## src/rtl/bf1.sv

```systemverilog
// First-stage radix-2 butterfly: registered, saturating sum and difference of
// one signed Q4.12 input pair per clock.
module bf1 #(
    parameter int DATA_W = 16,
    parameter int FRAC_W = 12
) (
    input  logic              clk,
    input  logic              reset_n,
    input  logic [DATA_W-1:0] x_0_re,
    input  logic [DATA_W-1:0] x_1_re,
    output logic [DATA_W-1:0] g_0_re,
    output logic [DATA_W-1:0] g_1_re
);

    localparam logic [DATA_W-1:0] SAT_MAX = {1'b0, {(DATA_W-1){1'b1}}};
    localparam logic [DATA_W-1:0] SAT_MIN = {1'b1, {(DATA_W-1){1'b0}}};

    // FRAC_W only documents the format; reject nonsensical values at elaboration.
    if (FRAC_W < 0 || FRAC_W >= DATA_W) begin : g_bad_frac_w
        $error("bf1: FRAC_W must lie in [0, DATA_W)");
    end

    logic [DATA_W:0]   sum_ext;
    logic [DATA_W:0]   diff_ext;
    logic [DATA_W-1:0] sum_sat;
    logic [DATA_W-1:0] diff_sat;

    function automatic logic [DATA_W-1:0] saturate(input logic [DATA_W:0] v);
        if (v[DATA_W] != v[DATA_W-1])
            return v[DATA_W] ? SAT_MIN : SAT_MAX;
        else
            return v[DATA_W-1:0];
    endfunction

    // One guard bit makes the full-precision add/subtract exact.
    always_comb begin
        sum_ext  = {x_0_re[DATA_W-1], x_0_re} + {x_1_re[DATA_W-1], x_1_re};
        diff_ext = {x_0_re[DATA_W-1], x_0_re} - {x_1_re[DATA_W-1], x_1_re};
        sum_sat  = saturate(sum_ext);
        diff_sat = saturate(diff_ext);
    end

    always_ff @(posedge clk or negedge reset_n) begin
        if (!reset_n) begin
            g_0_re <= '0;
            g_1_re <= '0;
        end else begin
            g_0_re <= sum_sat;
            g_1_re <= diff_sat;
        end
    end

endmodule

```

## config.mk

```make
export PLATFORM = sky130hd
export DESIGN_NAME = bf1
export DESIGN_NICKNAME = d
export VERILOG_FILES = /design/src/rtl/bf1.sv
export SDC_FILE = /design/constraint.sdc
export NUM_CORES = 1
export LEC_CHECK = 0
export BUFFER_PORTS_ARGS = -buffer_cell sky130_fd_sc_hd__clkbuf_2
export CORE_AREA = 3 3 77 79
export DETAILED_ROUTE_END_ITERATION = 12
export DIE_AREA = 0 0 80 82
export GPL_TIMING_DRIVEN = 0
export PLACE_DENSITY = 0.79
export RECOVER_POWER = 25
export SETUP_SLACK_MARGIN = 0.3
export SYNTH_ARGS = -nofsm -noshare
export SYNTH_HDL_FRONTEND = slang
export SYNTH_SLANG_ARGS = --single-unit
export TNS_END_PERCENT = 100
```

## constraint.sdc

```tcl
create_clock -name clk -period 1.75 [get_ports clk]
set_clock_uncertainty 0.15 [all_clocks]
set_input_delay 0.525 -clock clk [delete_from_list [all_inputs] [get_ports clk]]
set_output_delay 0.525 -clock clk [all_outputs]
set_load 0.03 [all_outputs]
```

==> flow_summary.json, run 1 <==
{
  "vdd_drop_max_uv": 590,
  "synth_top_area_cell": "dfrtp_1",
  "post-synth-top-count-cell": "inv_1",
  "start_kind": "primary input",
  "status": "finished, violations left",
  "cp_cell_sequence": "clkbuf_16 -> inv_12 -> ha_4 -> inv_4 -> fa_2 -> a21o_1 -> a221oi_4 -> o31ai_4 -> nand4_1 -> a31o_2 -> and2_4 -> buf_8 -> clkbuf_16 -> a21oi_2",
  "boundaryPins": 66,
  "n_antenna_cell": 0,
  "htreeDepth": 2,
  "grt_pass1_vias": 2655,
  "cp_common_cell": "clkbuf_16",
  "grt_max_degree": 33,
  "hp-class": "in2async",
  "rsz0062_at_grt": "yes",
  "setup_viol": 32,
  "synth_area_per_cell_um2": 9.38,
  "drive_gt1_share_pct": 54.0,
  "ys_seq_area_share_pct": 28.0,
  "placed_area_um2": 3500,
  "track_usage_pct": 26.9,
  "overflow": 0,
  "std_cell_rows": 27,
  "crit_slowest_cell": "fa_2",
  "crit_arrival_ns": 2.86,
  "cts_buffers": 5,
  "cap_violations": 0,
  "tightest_slew_ns": 0.778,
  "crit_buf_inv": 5,
  "fp.dieH_um": 82,
  "root_buffer": "clkbuf_8",
  "clockBufferDepth": 2,
  "drt-initial-drc-count": 382,
  "grt_antenna_before_repair": 0,
  "core_area_um2": 5410,
  "final_nets": 493,
  "worstPathMaxFanout": 5,
  "period_share_pct": 163,
  "vias": 3125,
  "synth-seq-cells": 32,
  "worst_slack_ns": -1.10,
  "ys_top_cells_by_count": "33 x inv_1, 32 x dfrtp_1, 32 x ha_1",
  "ant_nets": 0,
  "crit_path_end_kind": "register",
  "cp.required_ns": 1.75,
  "syn_area_um2": 2860,
  "timing.final.crit_period_ns": 2.85,
  "ys_top_cells_by_area": "dfrtp_1 28%, ha_1 14%, xnor2_1 6.4%, inv_1 4.3%, a21oi_1 4.2%",
  "clock_sinks": 32,
  "ys_async_sr_fraction_pct": 100,
  "final_area_um2": 4620,
  "crit_path_max_incr_delay_ns": 0.40,
  "synth-edff-count": 0,
  "syn-instance-count": 305,
  "start_util_pct": 52.9,
  "dieArea_um2": 6560,
  "max_slew_margin_pct": 48.1,
  "dr.pass1.iters": 5,
  "synth_top_area_share_pct": 28.0,
  "finalHoldViolCount": 0,
  "instances_no_fill": 498,
  "failed_checks": "setup timing",
  "startpoint": "x_0_re[0]",
  "post_drt_wl_per_cell_um": 22.8,
  "dpl.cell_count": 442,
  "synth_top_flop_cell": "dfrtp_1",
  "clk_pin_slew_ns": 0.07,
  "nFillCells": 238,
  "cts_tree": "yes",
  "leakage_nw": 2.07,
  "finalMaxSlewViolations": 0,
  "hold_ws_ns": 0.162,
  "worstSetupPathType": "in2reg",
  "cts_hold_buffers": 0,
  "path_delay_family": "compound AO/OA/AOI/OAI gates",
  "place_hpwl_um": 5160,
  "portBuffers": 65,
  "max_freq_mhz": 351,
  "syn_nets": 373,
  "yosysUniqueCellTypes": 61,
  "gp_congestion": 0.906,
  "power.density_nw_per_um2": 982,
  "wl_um": 11400,
  "synth_warnings": 0,
  "area_delta_synth_final_pct": 61.5,
  "grt_pass1_wl_um": 13500,
  "vias_per_cell": 6.28,
  "die_w_um": 80,
  "drc": 0
}
==> layout make-up <==
cell class	count	area, um2	share of cell area, %
inverter	33	158	3.41
clock inverter	2	10.0	0.217
tap	72	90.1	1.95
multi-input combinational	223	2150	46.5
buffer	17	186	4.03
sequential	32	801	17.3
timing repair buffer	113	1140	24.7
clock buffer	6	82.6	1.79
==> flip-flops by register name (all words and copies together), names as in the netlist <==
name / flops
g_0_re: 16
g_1_re: 16
==> how the worst max path moves through the flow <==
stage / depth (start not counted) / slack, ns / to
final: 14 / -1.10 / g_1_re[5]$_DFF_PN0_
after global routing: 14 / -1.13 / g_1_re[8]$_DFF_PN0_
after CTS: 13 / -0.90 / g_1_re[11]$_DFF_PN0_
after detailed placement: 14 / -1.36 / g_1_re[14]$_DFF_PN0_
after global placement: 14 / -1.34 / g_1_re[13]$_DFF_PN0_
after floorplan: 13 / -0.90 / g_1_re[13]$_DFF_PN0_
==> per-stage QoR <==
stage               power, mW  util, %  setup TNS, ns  setup slack (ns)
global placement         2.81     64.8         -37.97             -1.34
CTS                      3.94     79.2         -25.14            -0.898
finish                   4.54     85.5         -30.51             -1.10
floorplan                2.38        -         -24.77            -0.904
detailed placement       2.84     64.8         -38.94             -1.36
global route             4.69     85.5         -31.56             -1.13
==> layer usage <==
layer / vias up / wire length (um) / track usage, %
met5: - / 0 / 0
met2: 286 / 5420 / 49.9
met4: 0 / 764 / 9.29
met3: 95 / 1110 / 2.74
met1: 1447 / 4080 / 32.2
li1: 1297 / - / -
==> power by group <==
part	leakage [nW]	switching (mW)	internal [mW]
sequential	0.366	0.174	0.951
combinational	1.65	1.47	1.34
clock	0.0510	0.285	0.314
==> timing repair <==
action,4_1_cts,5_1_grt
setup endpoints to repair,64,64
pin swaps,35,32
gates cloned,1,1
setup buffers,29,17
gates resized for setup,92,66
==> logic make-up (layout without fill, tap and decap cells) <==
logic type / after synthesis / in the layout / share of synthesized area (%)
AO/OA/AOI/OAI: 94 / 94 / 25.9
AND/OR/NAND/NOR: 66 / 66 / 12.5
buffers and inverters: 50 / 171 / 9.23
adder cells (fa/ha/maj): 37 / 37 / 16.5
flip-flops: 32 / 32 / 28.0
XOR/XNOR: 26 / 26 / 7.96
==> placed cells by master, fill, tap and decap left out, drive strengths merged, types with 3 or more instances in the layout <==
cell,count
dfrtp,32
nor3,4
a31oi,3
o211ai,6
or3,4
clkbuf,38
a21oi,36
a21o,4
xor2,5
nor2,19
ha,32
nand2b,4
and3,4
maj3,3
inv,32
nand2,16
buf,98
o31ai,3
xnor2,21
o21ai,22
nor2b,5
o21bai,3
(Power assumes the default switching activity.)
==> run 2: changes to the inputs <==
CORE_AREA = 2 2 106 57   (was 3 3 77 79)
DIE_AREA = 0 0 108 59   (was 0 0 80 82)
==> run 2 against run 1 <==
  * The flow still finishes with violations (setup timing)
  * Sequential power about the same
  * Via count is 3.3% higher
  * Sequential share of layout area down 0.28 points
  * Cell count up 1.0%
  * Hold slack better by 0.00080 ns
  * Total power increased by 2.0%
  * Critical path depth decreased by 3
  * Wire length is 7.6% higher
  * Final area rose by 1.7%
  * First-iteration DRC count shrank 8.6%
  * Critical endpoint is now g_0_re[11]$_DFF_PN0_
==> flow_summary.json, run 2 (synthesis results as in run 1) <==
{
  "status": "finished, violations left",
  "failed_checks": "setup timing",
  "drive_gt1_share_pct": 54.0,
  "combPwrFrac_pct": 62.2,
  "htreeDepth": 2,
  "regArea_um2": 801,
  "start_util_pct": 53.5,
  "timing.final.crit_period_ns": 2.83,
  "cts_buffers": 5,
  "grt_max_degree": 33,
  "largestRegisters": "g_0_re x16, g_1_re x16",
  "final_nets": 497,
  "finalHoldViolCount": 0,
  "worst_slack_ns": -1.08,
  "crit_arrival_ns": 2.86,
  "n_antenna_cell": 0,
  "max_slew_margin_pct": 43.7,
  "clock_sinks": 32,
  "grt_antenna_before_repair": 0,
  "worstSetupPathType": "in2reg",
  "drt-initial-drc-count": 349,
  "clockBufferDepth": 2,
  "clk_pin_slew_ns": 0.09,
  "cp.depth": 11,
  "worstPathMaxFanout": 8,
  "hp-class": "in2async",
  "portBuffers": 65,
  "internal_power_mw": 2.61,
  "dr.pass1.iters": 5,
  "vdd_drop_max_uv": 629,
  "finalMaxSlewViolations": 0,
  "area_delta_synth_final_pct": 64.1,
  "boundaryPins": 66,
  "path_delay_family": "compound AO/OA/AOI/OAI gates",
  "p_switching_mw": 2.02,
  "mostFrequentLayoutCells": "45 x buf_4, 38 x buf_8, 32 x dfrtp_1, 25 x clkbuf_2, 24 x inv_1",
  "utilization_pct": 87.8,
  "crit_slowest_cell": "a2111oi_4",
  "vias_per_cell": 6.42,
  "tns_ns": -30.34,
  "gp_congestion": 0.896,
  "power.density_nw_per_um2": 986,
  "post_drt_wl_per_cell_um": 24.3,
  "crit_buf_inv": 3,
  "std_cell_rows": 19,
  "root_buffer": "clkbuf_8",
  "die_w_um": 108,
  "grt_pass1_wl_um": 15000,
  "drc": 0,
  "vias": 3228,
  "multi_input_area_um2": 2150,
  "ant_nets": 0,
  "pwr-share-seq_pct": 24.4,
  "rsz0062_at_grt": "yes",
  "dieArea_um2": 6370,
  "start_kind": "primary input",
  "nFillCells": 220,
  "tightest_slew_ns": 0.844,
  "place_hpwl_um": 5730,
  "overflow": 0,
  "hold_ws_ns": 0.163,
  "wl_um": 12200,
  "cap_violations": 0,
  "preCtsSetupSlack_ns": -1.37,
  "clkPwrFrac_pct": 13.4,
  "fp.dieH_um": 59,
  "track_usage_pct": 31.3,
  "cp_cell_sequence": "clkbuf_2 -> inv_1 -> ha_1 -> buf_6 -> nor2_4 -> o311ai_4 -> a2111oi_4 -> nor3_2 -> o31ai_1 -> xor2_1 -> a21oi_2",
  "cts_tree": "yes",
  "grt_pass1_vias": 2877,
  "final_common_cell": "buf_4",
  "crit_path_end_kind": "register",
  "max_freq_mhz": 353,
  "crit_path_max_incr_delay_ns": 0.49,
  "core_area_um2": 5350,
  "setup_viol": 32,
  "swShare_pct": 43.7,
  "cp.required_ns": 1.78,
  "period_share_pct": 162,
  "leakage_nw": 2.11
}
## run 2: changes by cell type in the layout (fill, tap and decap cells not counted), moves of 3 or more
| cell | before | now |
|---|---|---|
| clkbuf_16 | 2 | 5 |
| buf_4 | 41 | 45 |
| o21ai_2 | 12 | 9 |
| buf_6 | 17 | 13 |
## run 2: repair_timing
| item | in CTS | in global routing |
|---|---|---|
| hold buffers | 0 | 0 |
| pin swaps | 49 | 34 |
| endpoints found under the setup margin | 64 | 64 |
| cloned | 1 | 2 |
| hold endpoints to repair | 0 | 0 |
| setup buffers | 30 | 19 |
| resized for setup | 107 | 55 |
## run 2: metrics by stage
| stage | cells | cell area, um2 | total power, mW |
|---|---|---|---|
| final | 503 | 4700 | 4.63 |
| after global routing | 503 | 4700 | 4.75 |
| after CTS | 482 | 4370 | 4.03 |
| after detailed placement | 443 | 3500 | 2.87 |
| after global placement | 443 | 3500 | 2.81 |
| after floorplan | 305 | 3090 | 2.38 |
## run 2: path summary, 6_finish.rpt
check | startpoint | to | slack [ns]
max in group asynchronous | reset_n | g_0_re[9]$_DFF_PN0_ | 0.75
max | x_1_re[3] | g_0_re[11]$_DFF_PN0_ | -1.08
min | reset_n | g_1_re[10]$_DFF_PN0_ | 0.16
min in group clk | x_1_re[0] | g_1_re[0]$_DFF_PN0_ | 0.43
## run 2: power by group through the flow
stage | sequential [mW] | combinational, mW | clock [mW]
2_1_floorplan | 1.46 | 0.924 | 0
3_5_place_dp | 1.02 | 1.85 | 0
3_3_place_gp | 1.01 | 1.80 | 0
6_report | 1.13 | 2.88 | 0.620
5_1_grt | 1.14 | 2.97 | 0.646
4_1_cts | 1.04 | 2.42 | 0.569
## run 2: area by class of cell
type                            instances  area share [%]
Clock buffer                            5            1.47
Buffer                                 17            4.16
Clock inverter                          3           0.400
Tap cell                               73            1.94
Inverter                               33            3.25
Sequential cell                        32            17.0
Timing Repair Buffer                  117            26.0
Multi-Input combinational cell        223            45.8
## run 2: per-layer routing
layer	wire, um	vias up	global-route usage, %	part of all wire, %
li1	-	1308	-	-
met1	4510	1491	37.7	37
met2	5410	313	56.3	44
met3	1310	116	4.18	11
met4	1030	0	15.8	8.4
met5	0	-	0	0
